## config.mk

```make
export PLATFORM = sky130hd
export DESIGN_NAME = res_encoder_flat
export DESIGN_NICKNAME = d
export VERILOG_FILES = /design/src/rtl/res_encoder_pkg.sv /design/src/rtl/res_encoder_if.sv /design/src/rtl/res_encoder.sv /design/src/flat_wrapper.sv
export SDC_FILE = /design/constraint.sdc
export NUM_CORES = 1
export LEC_CHECK = 0
export ABC_CLOCK_PERIOD_IN_PS = 2100
export CORE_MARGIN = 3
export CORE_UTILIZATION = 49
export DETAILED_ROUTE_END_ITERATION = 8
export PLACE_DENSITY = 0.87
export RECOVER_POWER = 100
export SLEW_MARGIN = 20
export SYNTH_ARGS = -nofsm -noshare
export SYNTH_HDL_FRONTEND = slang
export SYNTH_SLANG_ARGS = --single-unit
```

## constraint.sdc

```tcl
create_clock -name clk -period 2.1 [get_ports clk]
set_input_delay 0.315 -clock clk [delete_from_list [all_inputs] [get_ports clk]]
set_output_delay 0.315 -clock clk [all_outputs]
set_load 0.005 [all_outputs]
```

## src/rtl/res_encoder_pkg.sv

```systemverilog
// Shared definitions for the result-return encoder: FSM state encoding,
// frame header layout and the frame checksum rule (also used by the
// command decoder side).
package res_encoder_pkg;

  // Frame FSM states
  typedef enum logic [2:0] {
    IDLE    = 3'd0,
    HDR     = 3'd1,
    WAIT_TX = 3'd2,
    RD      = 3'd3,
    RD_WAIT = 3'd4,
    SEND    = 3'd5,
    CHK     = 3'd6
  } state_t;

  // Header byte is {zero pad, size code}
  localparam int NCODE_W   = 3;
  localparam int HDR_PAD_W = 8 - NCODE_W;

  function automatic logic [7:0] hdr_byte(input logic [NCODE_W-1:0] ncode);
    return {{HDR_PAD_W{1'b0}}, ncode};
  endfunction

  // Running checksum: XOR of every byte of the frame before the checksum
  function automatic logic [7:0] chk_update(input logic [7:0] chk, input logic [7:0] b);
    return chk ^ b;
  endfunction

endpackage

```

## src/rtl/res_encoder_if.sv

```systemverilog
// Bundle of the encoder's core, result-memory and UART-TX signals.
// master = the encoder, slave = its environment.
interface res_encoder_if
  import res_encoder_pkg::*;
#(
  parameter int WORD_W = 16,
  parameter int ADDR_W = 7
) ();
  logic               Start_in;
  logic [NCODE_W-1:0] N_code_in;
  logic               Y_Ena_out;
  logic [ADDR_W-1:0]  Y_Addra_out;
  logic [WORD_W-1:0]  Y_Douta_in;
  logic [7:0]         Tx_Byte_out;
  logic               Tx_DV_out;
  logic               Tx_Done_in;
  logic               Busy_out;
  logic               Done_out;

  modport master (
    input  Start_in, N_code_in, Y_Douta_in, Tx_Done_in,
    output Y_Ena_out, Y_Addra_out, Tx_Byte_out, Tx_DV_out, Busy_out, Done_out
  );

  modport slave (
    output Start_in, N_code_in, Y_Douta_in, Tx_Done_in,
    input  Y_Ena_out, Y_Addra_out, Tx_Byte_out, Tx_DV_out, Busy_out, Done_out
  );
endinterface

```

## src/rtl/res_encoder.sv

```systemverilog
// Result-return encoder: on a start strobe, reads N result words and sends
// header, payload bytes (MSB first) and XOR checksum to the UART TX, one
// byte outstanding at a time.
module res_encoder
  import res_encoder_pkg::*;
#(
  parameter int WORD_W = 16,
  parameter int ADDR_W = 7
) (
  input  logic           clk,
  input  logic           RST,
  res_encoder_if.master  bus
);

  localparam int BPW   = WORD_W / 8;
  localparam int CNT_W = (BPW > 1) ? $clog2(BPW) : 1;
  localparam int IDX_W = ADDR_W + 1;   // extra bit so N=128 ends without wrap

  state_t             state_q, state_d;
  logic [NCODE_W-1:0] ncode_q, ncode_d;
  logic [IDX_W-1:0]   idx_q, idx_d;       // next word to read
  logic [CNT_W-1:0]   rem_q, rem_d;       // bytes of current word still to send
  logic [WORD_W-1:0]  shreg_q, shreg_d;
  logic [7:0]         byte_q, byte_d;
  logic [7:0]         chk_q, chk_d;
  logic               chk_sent_q, chk_sent_d;
  logic               done_q, done_d;
  logic [IDX_W-1:0]   n_words;

  assign n_words = IDX_W'(1) << ncode_q;

  // Register all state; outputs return to idle values immediately on reset
  always_ff @(posedge clk or posedge RST) begin
    if (RST) begin
      state_q    <= IDLE;
      ncode_q    <= '0;
      idx_q      <= '0;
      rem_q      <= '0;
      shreg_q    <= '0;
      byte_q     <= '0;
      chk_q      <= '0;
      chk_sent_q <= 1'b0;
      done_q     <= 1'b0;
    end else begin
      state_q    <= state_d;
      ncode_q    <= ncode_d;
      idx_q      <= idx_d;
      rem_q      <= rem_d;
      shreg_q    <= shreg_d;
      byte_q     <= byte_d;
      chk_q      <= chk_d;
      chk_sent_q <= chk_sent_d;
      done_q     <= done_d;
    end
  end

  // Next-state logic; the byte to emit is loaded on the edge entering HDR/SEND/CHK
  always_comb begin
    state_d    = state_q;
    ncode_d    = ncode_q;
    idx_d      = idx_q;
    rem_d      = rem_q;
    shreg_d    = shreg_q;
    byte_d     = byte_q;
    chk_d      = chk_q;
    chk_sent_d = chk_sent_q;
    done_d     = 1'b0;

    case (state_q)
      IDLE: begin
        if (bus.Start_in) begin
          state_d    = HDR;
          ncode_d    = bus.N_code_in;
          byte_d     = hdr_byte(bus.N_code_in);
          chk_d      = chk_update(8'h00, hdr_byte(bus.N_code_in));
          idx_d      = '0;
          rem_d      = '0;
          chk_sent_d = 1'b0;
        end
      end
      HDR: state_d = WAIT_TX;
      WAIT_TX: begin
        if (bus.Tx_Done_in) begin
          if (chk_sent_q) begin
            state_d = IDLE;
            done_d  = 1'b1;
            idx_d   = '0;
          end else if (rem_q != '0) begin
            state_d = SEND;
            rem_d   = rem_q - CNT_W'(1);
            byte_d  = shreg_q[WORD_W-1 -: 8];
            chk_d   = chk_update(chk_q, shreg_q[WORD_W-1 -: 8]);
          end else if (idx_q < n_words) begin
            state_d = RD;
          end else begin
            state_d    = CHK;
            byte_d     = chk_q;
            chk_sent_d = 1'b1;
          end
        end
      end
      RD: state_d = RD_WAIT;
      RD_WAIT: begin
        state_d = SEND;
        shreg_d = bus.Y_Douta_in;
        byte_d  = bus.Y_Douta_in[WORD_W-1 -: 8];
        chk_d   = chk_update(chk_q, bus.Y_Douta_in[WORD_W-1 -: 8]);
        rem_d   = CNT_W'(BPW - 1);
        idx_d   = idx_q + IDX_W'(1);
      end
      SEND: begin
        state_d = WAIT_TX;
        shreg_d = shreg_q << 8;
      end
      CHK: state_d = WAIT_TX;
      default: state_d = IDLE;
    endcase
  end

  assign bus.Y_Ena_out   = (state_q == RD);
  assign bus.Y_Addra_out = idx_q[ADDR_W-1:0];
  assign bus.Tx_Byte_out = byte_q;
  assign bus.Tx_DV_out   = (state_q == HDR) || (state_q == SEND) || (state_q == CHK);
  assign bus.Busy_out    = (state_q != IDLE);
  assign bus.Done_out    = done_q;

endmodule

```

## src/flat_wrapper.sv

```systemverilog
// flat-port wrapper written by rule: the top's interface ports become plain ports
module res_encoder_flat import res_encoder_pkg::*;
#(
  parameter int WORD_W = 16,
  parameter int ADDR_W = 7
)
  (clk, RST, bus_Start_in, bus_N_code_in, bus_Y_Douta_in, bus_Tx_Done_in, bus_Y_Ena_out, bus_Y_Addra_out, bus_Tx_Byte_out, bus_Tx_DV_out, bus_Busy_out, bus_Done_out);
  res_encoder_if #(.WORD_W(WORD_W), .ADDR_W(ADDR_W)) bus_i ();
  input  logic clk;
  input  logic RST;
  input wire logic [$bits(bus_i.Start_in)-1:0] bus_Start_in;
  input wire logic [$bits(bus_i.N_code_in)-1:0] bus_N_code_in;
  input wire logic [$bits(bus_i.Y_Douta_in)-1:0] bus_Y_Douta_in;
  input wire logic [$bits(bus_i.Tx_Done_in)-1:0] bus_Tx_Done_in;
  output wire logic [$bits(bus_i.Y_Ena_out)-1:0] bus_Y_Ena_out;
  output wire logic [$bits(bus_i.Y_Addra_out)-1:0] bus_Y_Addra_out;
  output wire logic [$bits(bus_i.Tx_Byte_out)-1:0] bus_Tx_Byte_out;
  output wire logic [$bits(bus_i.Tx_DV_out)-1:0] bus_Tx_DV_out;
  output wire logic [$bits(bus_i.Busy_out)-1:0] bus_Busy_out;
  output wire logic [$bits(bus_i.Done_out)-1:0] bus_Done_out;
  assign bus_i.Start_in = bus_Start_in;
  assign bus_i.N_code_in = bus_N_code_in;
  assign bus_i.Y_Douta_in = bus_Y_Douta_in;
  assign bus_i.Tx_Done_in = bus_Tx_Done_in;
  assign bus_Y_Ena_out = bus_i.Y_Ena_out;
  assign bus_Y_Addra_out = bus_i.Y_Addra_out;
  assign bus_Tx_Byte_out = bus_i.Tx_Byte_out;
  assign bus_Tx_DV_out = bus_i.Tx_DV_out;
  assign bus_Busy_out = bus_i.Busy_out;
  assign bus_Done_out = bus_i.Done_out;
  res_encoder #(.WORD_W(WORD_W), .ADDR_W(ADDR_W)) u_core (.clk(clk), .RST(RST), .bus(bus_i));
endmodule
```

# --- Yosys cells after proc, flatten, opt, wreduce, memory -nomap -nowiden ---
# Index checks and enable logic that the tools add are counted.
word_totals:
  output_inout_bits: 19
  word_cells: 76
  register_bits: 49
classes:
  mux: 34
  magnitude_cmp: 1
  n_addsub: 2
  shift: 1
  n_bitwise: 2
  eq_ne: 12
  reduce_logical: 15
ops:
  columns: ["operator", "count"]
  rows:
  - ["$mux W8", 11]
  - ["$pmux W8 S3", 3]
  - ["$pmux W16 S2", 1]
  - ["$xor A8 B8 Y8", 2]
  - ["$mux W3", 5]
  - ["$pmux W3 S5", 1]
  - ["$mux W1", 11]
  - ["$reduce_and A5 Y1", 2]
  - ["$eq A3 B3 Y1 const B", 3]
  - ["$add A8 B1 Y8 const B", 1]
  - ["$lt A8 B8 Y1", 1]
  - ["$reduce_and A4 Y1", 2]
  - ["$shl A1 B3 Y8 const A", 1]
  - ["$eq A3 B2 Y1 const B", 2]
  - ["$ne A2 B2 Y1 const B", 3]
  - ["$reduce_bool A3 Y1", 2]
  - ["$ne A2 B1 Y1 const B", 2]
  - ["$reduce_and A2 Y1", 2]
  - ["$reduce_bool A2 Y1", 2]
  - ["$eq A3 B1 Y1 const B", 1]
  - ["$logic_not A3 Y1", 1]
  - ["$ne A3 B2 Y1 const B", 1]
  - ["$pmux W1 S3", 1]
  - ["$reduce_and A3 Y1", 1]
  - ["4 further kinds", 5]

# --- Depth between registers and ports, before layout ---
# Gate-level depths: netlist of the first run.
logic_depth:
  word_depth: 7
  ltp_mapped: 9

# --- Worst setup path before layout of the first run ---
# OpenSTA, ideal clock, no wires.
synth_path:
  path_type: "register to register"
  from: "register u_core.ncode_q[0]"
  to: "register u_core.byte_q[0], in the netlist u_core.bus.Tx_Byte_out[0]"
  required_time_ps: 1975
  path_slack_ps: -230
  synth_period_minus_slack_ps: 2330
  path_stages_with_launch: 8
  arrival_time_ps: 2205
  cell_sequence: "dfrtp_1 or3b_2 ha_1 and3_1 a211oi_1 a21o_4 a21oi_4 mux2_4"
synth_between:
  elab_chain_cells: 4
synth_rtl:
  columns: ["item", "line", "rtl"]
  rows:
  - ["start: declaration", "res_encoder.sv:20", "logic [NCODE_W-1:0] ncode_q, ncode_d;"]
  - ["start signal: assignment", "res_encoder.sv:46", "ncode_q <= ncode_d;"]
  - ["$shl A1 B3 Y8", "res_encoder.sv:30", "assign n_words = IDX_W'(1) << ncode_q;"]
  - ["$lt A8 B8 Y1", "res_encoder.sv:93", "end else if (idx_q < n_words) begin"]
  - ["$ne A3 B2 Y1 (no source line)", null, null]
  - ["$reduce_and A5 Y1 (no source line)", null, null]
  - ["end signal: assignment", "res_encoder.sv:50", "byte_q <= byte_d;"]
  - ["end: declaration", "res_encoder.sv:24", "logic [7:0] byte_q, byte_d;"]
# No other way between the ends.
# A chain may end at the register's enable or synchronous reset.

# --- Final worst setup path of the first run ---
layout_path:
  from: "register u_core.ncode_q[2]"
  to: "register u_core.byte_q[4], in the netlist u_core.bus.Tx_Byte_out[4]"
# The elaborated chain is that of the path after synthesis.

==> results of run 1 <==
## metrics by stage
step	hold slack, ns	instance area, um^2	utilization
after floorplan	0.4496	2863	-
after global placement	0.4613	3387	0.6076
after detailed placement	0.4720	3387	0.6076
after CTS	0.3346	3575	0.6413
after global routing	0.5165	3558	0.6384
final	0.4874	3558	0.6384
## cells in the mapped netlist, types with 2 or more instances
cell type,number,share of area
a21boi_0,3,0.0079
a21o_1,3,0.0079
a21oi_1,14,0.025
a22oi_1,5,0.013
and3_1,5,0.011
buf_1,3,0.0040
buf_2,6,0.011
buf_4,8,0.021
buf_6,3,0.012
clkbuf_1,5,0.0066
dfrtp_1,49,0.43
ha_1,8,0.035
inv_1,8,0.011
mux2_2,3,0.012
mux2_4,8,0.042
mux2i_1,13,0.046
nand2_1,37,0.049
nand2b_1,12,0.026
nand3_1,4,0.0070
nand3b_1,3,0.0079
nand4_1,4,0.0088
nor2_1,7,0.0092
nor2b_1,3,0.0066
nor3b_2,2,0.0088
o211ai_1,4,0.011
o21ai_0,27,0.047
o21ai_1,2,0.0035
o22ai_1,8,0.018
o31a_1,3,0.0092
o31ai_2,5,0.022
or3b_2,2,0.0062
xor2_1,3,0.0092
## layout make-up
cell class                      instances  area, um^2
Sequential cell                        49        1229
Fill cell                             446        2016
Multi-Input combinational cell        206        1475
Inverter                                8       30.03
Tap cell                               72       90.09
Timing Repair Buffer                   71       630.6
Clock inverter                          2       35.03
Clock buffer                            5       68.82
## final timing paths
check                                             to  slack [ns]
min                                u_core.shreg_q[5]        0.49
min reg2reg                        u_core.shreg_q[5]        0.49
max in group asynchronous          u_core.ncode_q[0]        0.26
max reg2reg                u_core.bus.Tx_Byte_out[4]       -0.19
max                        u_core.bus.Tx_Byte_out[4]       -0.19
min in group asynchronous            u_core.idx_q[6]        0.57
## registers in the layout, summed over array words and instances (netlist names)
register / cells
u_core.shreg_q: 16
u_core.chk_sent_q: 1
u_core.bus.Done_out: 1
u_core.bus.Tx_Byte_out: 8
u_core.state_q: 3
u_core.ncode_q: 3
u_core.chk_q: 8
u_core.idx_q: 8
u_core.rem_q: 1
## logic make-up (layout without fill, tap and decap cells)
family | Yosys count | after routing | share of synthesized area
buffers and inverters | 33 | 86 | 0.06459
XOR/XNOR | 3 | 3 | 0.009228
multiplexers | 24 | 24 | 0.09974
adder cells (fa/ha/maj) | 8 | 8 | 0.03515
AND/OR/NAND/NOR | 90 | 90 | 0.1718
flip-flops | 49 | 49 | 0.4306
AO/OA/AOI/OAI | 81 | 81 | 0.1889
## per-layer routing
metal / vias to the layer above / global-route usage / part of all wire
met2: 87 / 0.3838 / 0.52
met4: 0 / 0.06312 / 0.014
met3: 15 / 0.03796 / 0.053
met1: 1154 / 0.2601 / 0.41
met5: - / 0 / 0
li1: 1124 / - / -
## power groups by stage
stage | clock [W] | combinational, W | sequential, W
3_5_place_dp | 0 | 0.00239 | 0.00164
2_1_floorplan | 0 | 0.00178 | 0.00152
5_1_grt | 0.000711 | 0.00285 | 0.00168
3_3_place_gp | 0 | 0.00227 | 0.00162
4_1_cts | 0.000671 | 0.00261 | 0.00162
6_report | 0.000660 | 0.00260 | 0.00163
## worst max-delay path, cell delays in order, from the launching register on
cell      delay (ns)
dfrtp_1         0.43
or3b_4          0.43
ha_4            0.27
and3_1          0.17
a211oi_2        0.05
a21o_4          0.21
a21oi_4         0.17
buf_12          0.14
mux2_4          0.30
## what timing repair did
| item | in CTS | in global routing |
|---|---|---|
| gates resized for setup | 6 | 3 |
| setup buffers | 7 | 1 |
| pin swaps | 2 | 2 |
| endpoints found under the setup margin | 11 | 18 |
==> results_dict.tcl, run 1 <==
set metrics [dict create \
    worst_ir_drop_vdd_mv 0.6601 \
    p_int_w 0.002982 \
    worstPathMaxFanout 5 \
    clkPwrFrac 0.135 \
    chipHeight_um 82.24 \
    cts_hold_buf 0 \
    maxCapViolCount 0 \
    synth_edf_count 0 \
    grt_setup_unrepaired "true" \
    vias 2380 \
    final_common_cell "dfrtp_1" \
    port_buffers 41 \
    synth_flop_cell "dfrtp_1" \
    core-area_mm2 0.005574 \
    syn_area_mm2 0.002848 \
    period_minus_slack_ns 2.289 \
    hold_depth 2 \
    timing.rr.start "u_core.ncode_q[2]" \
    path_clk_slew_ns 0.09 \
    antenna_found_initial 0 \
    cts-root-buf "clkbuf_8" \
    cts_max_path_buffers 2 \
    cts.sinks 49 \
    wl_mm 6.720 \
    drt-pass1-iter-count 5 \
    ff2ff_path_depth 8 \
    gp_congestion 0.8541 \
    diodes 0 \
    fp.dieW_um 82.24 \
    p_per_area_mw_per_mm2 1376 \
    cts_made_buffers 5 \
    timing.final.crit_share 1.090 \
    syn_inst 288 \
    worst_pin_slew_ns 0.9083 \
    grt.overflow.total 0 \
    dp.cells 398 \
    finalSetupTns_ns -1.809 \
    dp_slack_ns -0.3088 \
    start_util 0.5109 \
    io_pins 42 \
    hold_class "reg2reg" \
    final_cell_mix "47 x dfrtp_1, 37 x nand2_1, 26 x o21ai_0, 26 x clkdlybuf4s50_1, 22 x buf_4" \
    synth_warnings 0 \
    drive_gt1_frac 0.1818 \
    die_area_mm2 0.006763 \
    cts_tree "yes" \
    crit_arrival_ns 2.48 \
    grt_pass1_wl_mm 11.09 \
    std_cell_rows 27 \
    setup_violations 16 \
    combPwrFrac 0.531 \
    violations "setup timing" \
    route.detailed.drc 0 \
    insertion_delay_ns 0.30 \
    power_switching_w 0.001913 \
    crit_type "reg2reg" \
    p_leak_nw 1.602 \
    fin_skew_ns 0.008044 \
    synthArstFlopShare 1.000 \
    track_usage 0.2138 \
    routedWlPerCell_um 16.27 \
    setup_ws_ns -0.1890 \
    ys_ff_latch 49 \
    h-tree-depth 2 \
    ant_nets 0 \
    synth_fp_nets 319 \
    place.detailed.hpwl_mm 4.795 \
    max_slew_margin 0.3944 \
    layout.nets 372 \
    timing.fmax_mhz 436.9 \
    syn_area_per_cell_um2 9.888 \
    area_delta_synth_final_pct 24.96 \
    crit_path_start "u_core.ncode_q[2]" \
    critPathRequiredTime_ns 2.29 \
    seqPwrFrac 0.334 \
    grt_max_degree 32 \
    cp-start-kind "flip-flop" \
    status "finished, violations left" \
    cp-end-kind "flip-flop" \
    synth_cell_types 50 \
    vias_per_cell 5.763 \
    min_from "u_core.shreg_q[5]" \
    finalPower_w 0.004895 \
    drtIter0Drc 126 \
    synth_seq_area_share 0.4306 \
    finalHoldViolations 0 \
    slew_violations 0 \
    first_global_vias 2289 \
    sw_frac_of_total 0.3908 \
    final_cell_count_no_fill 413 \
]
No activity file was read; power rests on OpenSTA's default activity.
==> run 2, diff against run 1 <==
--- a/config.mk
+++ b/config.mk
@@ -11,7 +11,6 @@
 export DETAILED_ROUTE_END_ITERATION = 8
 export PLACE_DENSITY = 0.87
 export RECOVER_POWER = 100
-export SLEW_MARGIN = 20
 export SYNTH_ARGS = -nofsm -noshare
 export SYNTH_HDL_FRONTEND = slang
 export SYNTH_SLANG_ARGS = --single-unit
==> results of run 2 <==
Final layout, timing and power as in run 1 (identical DEF).
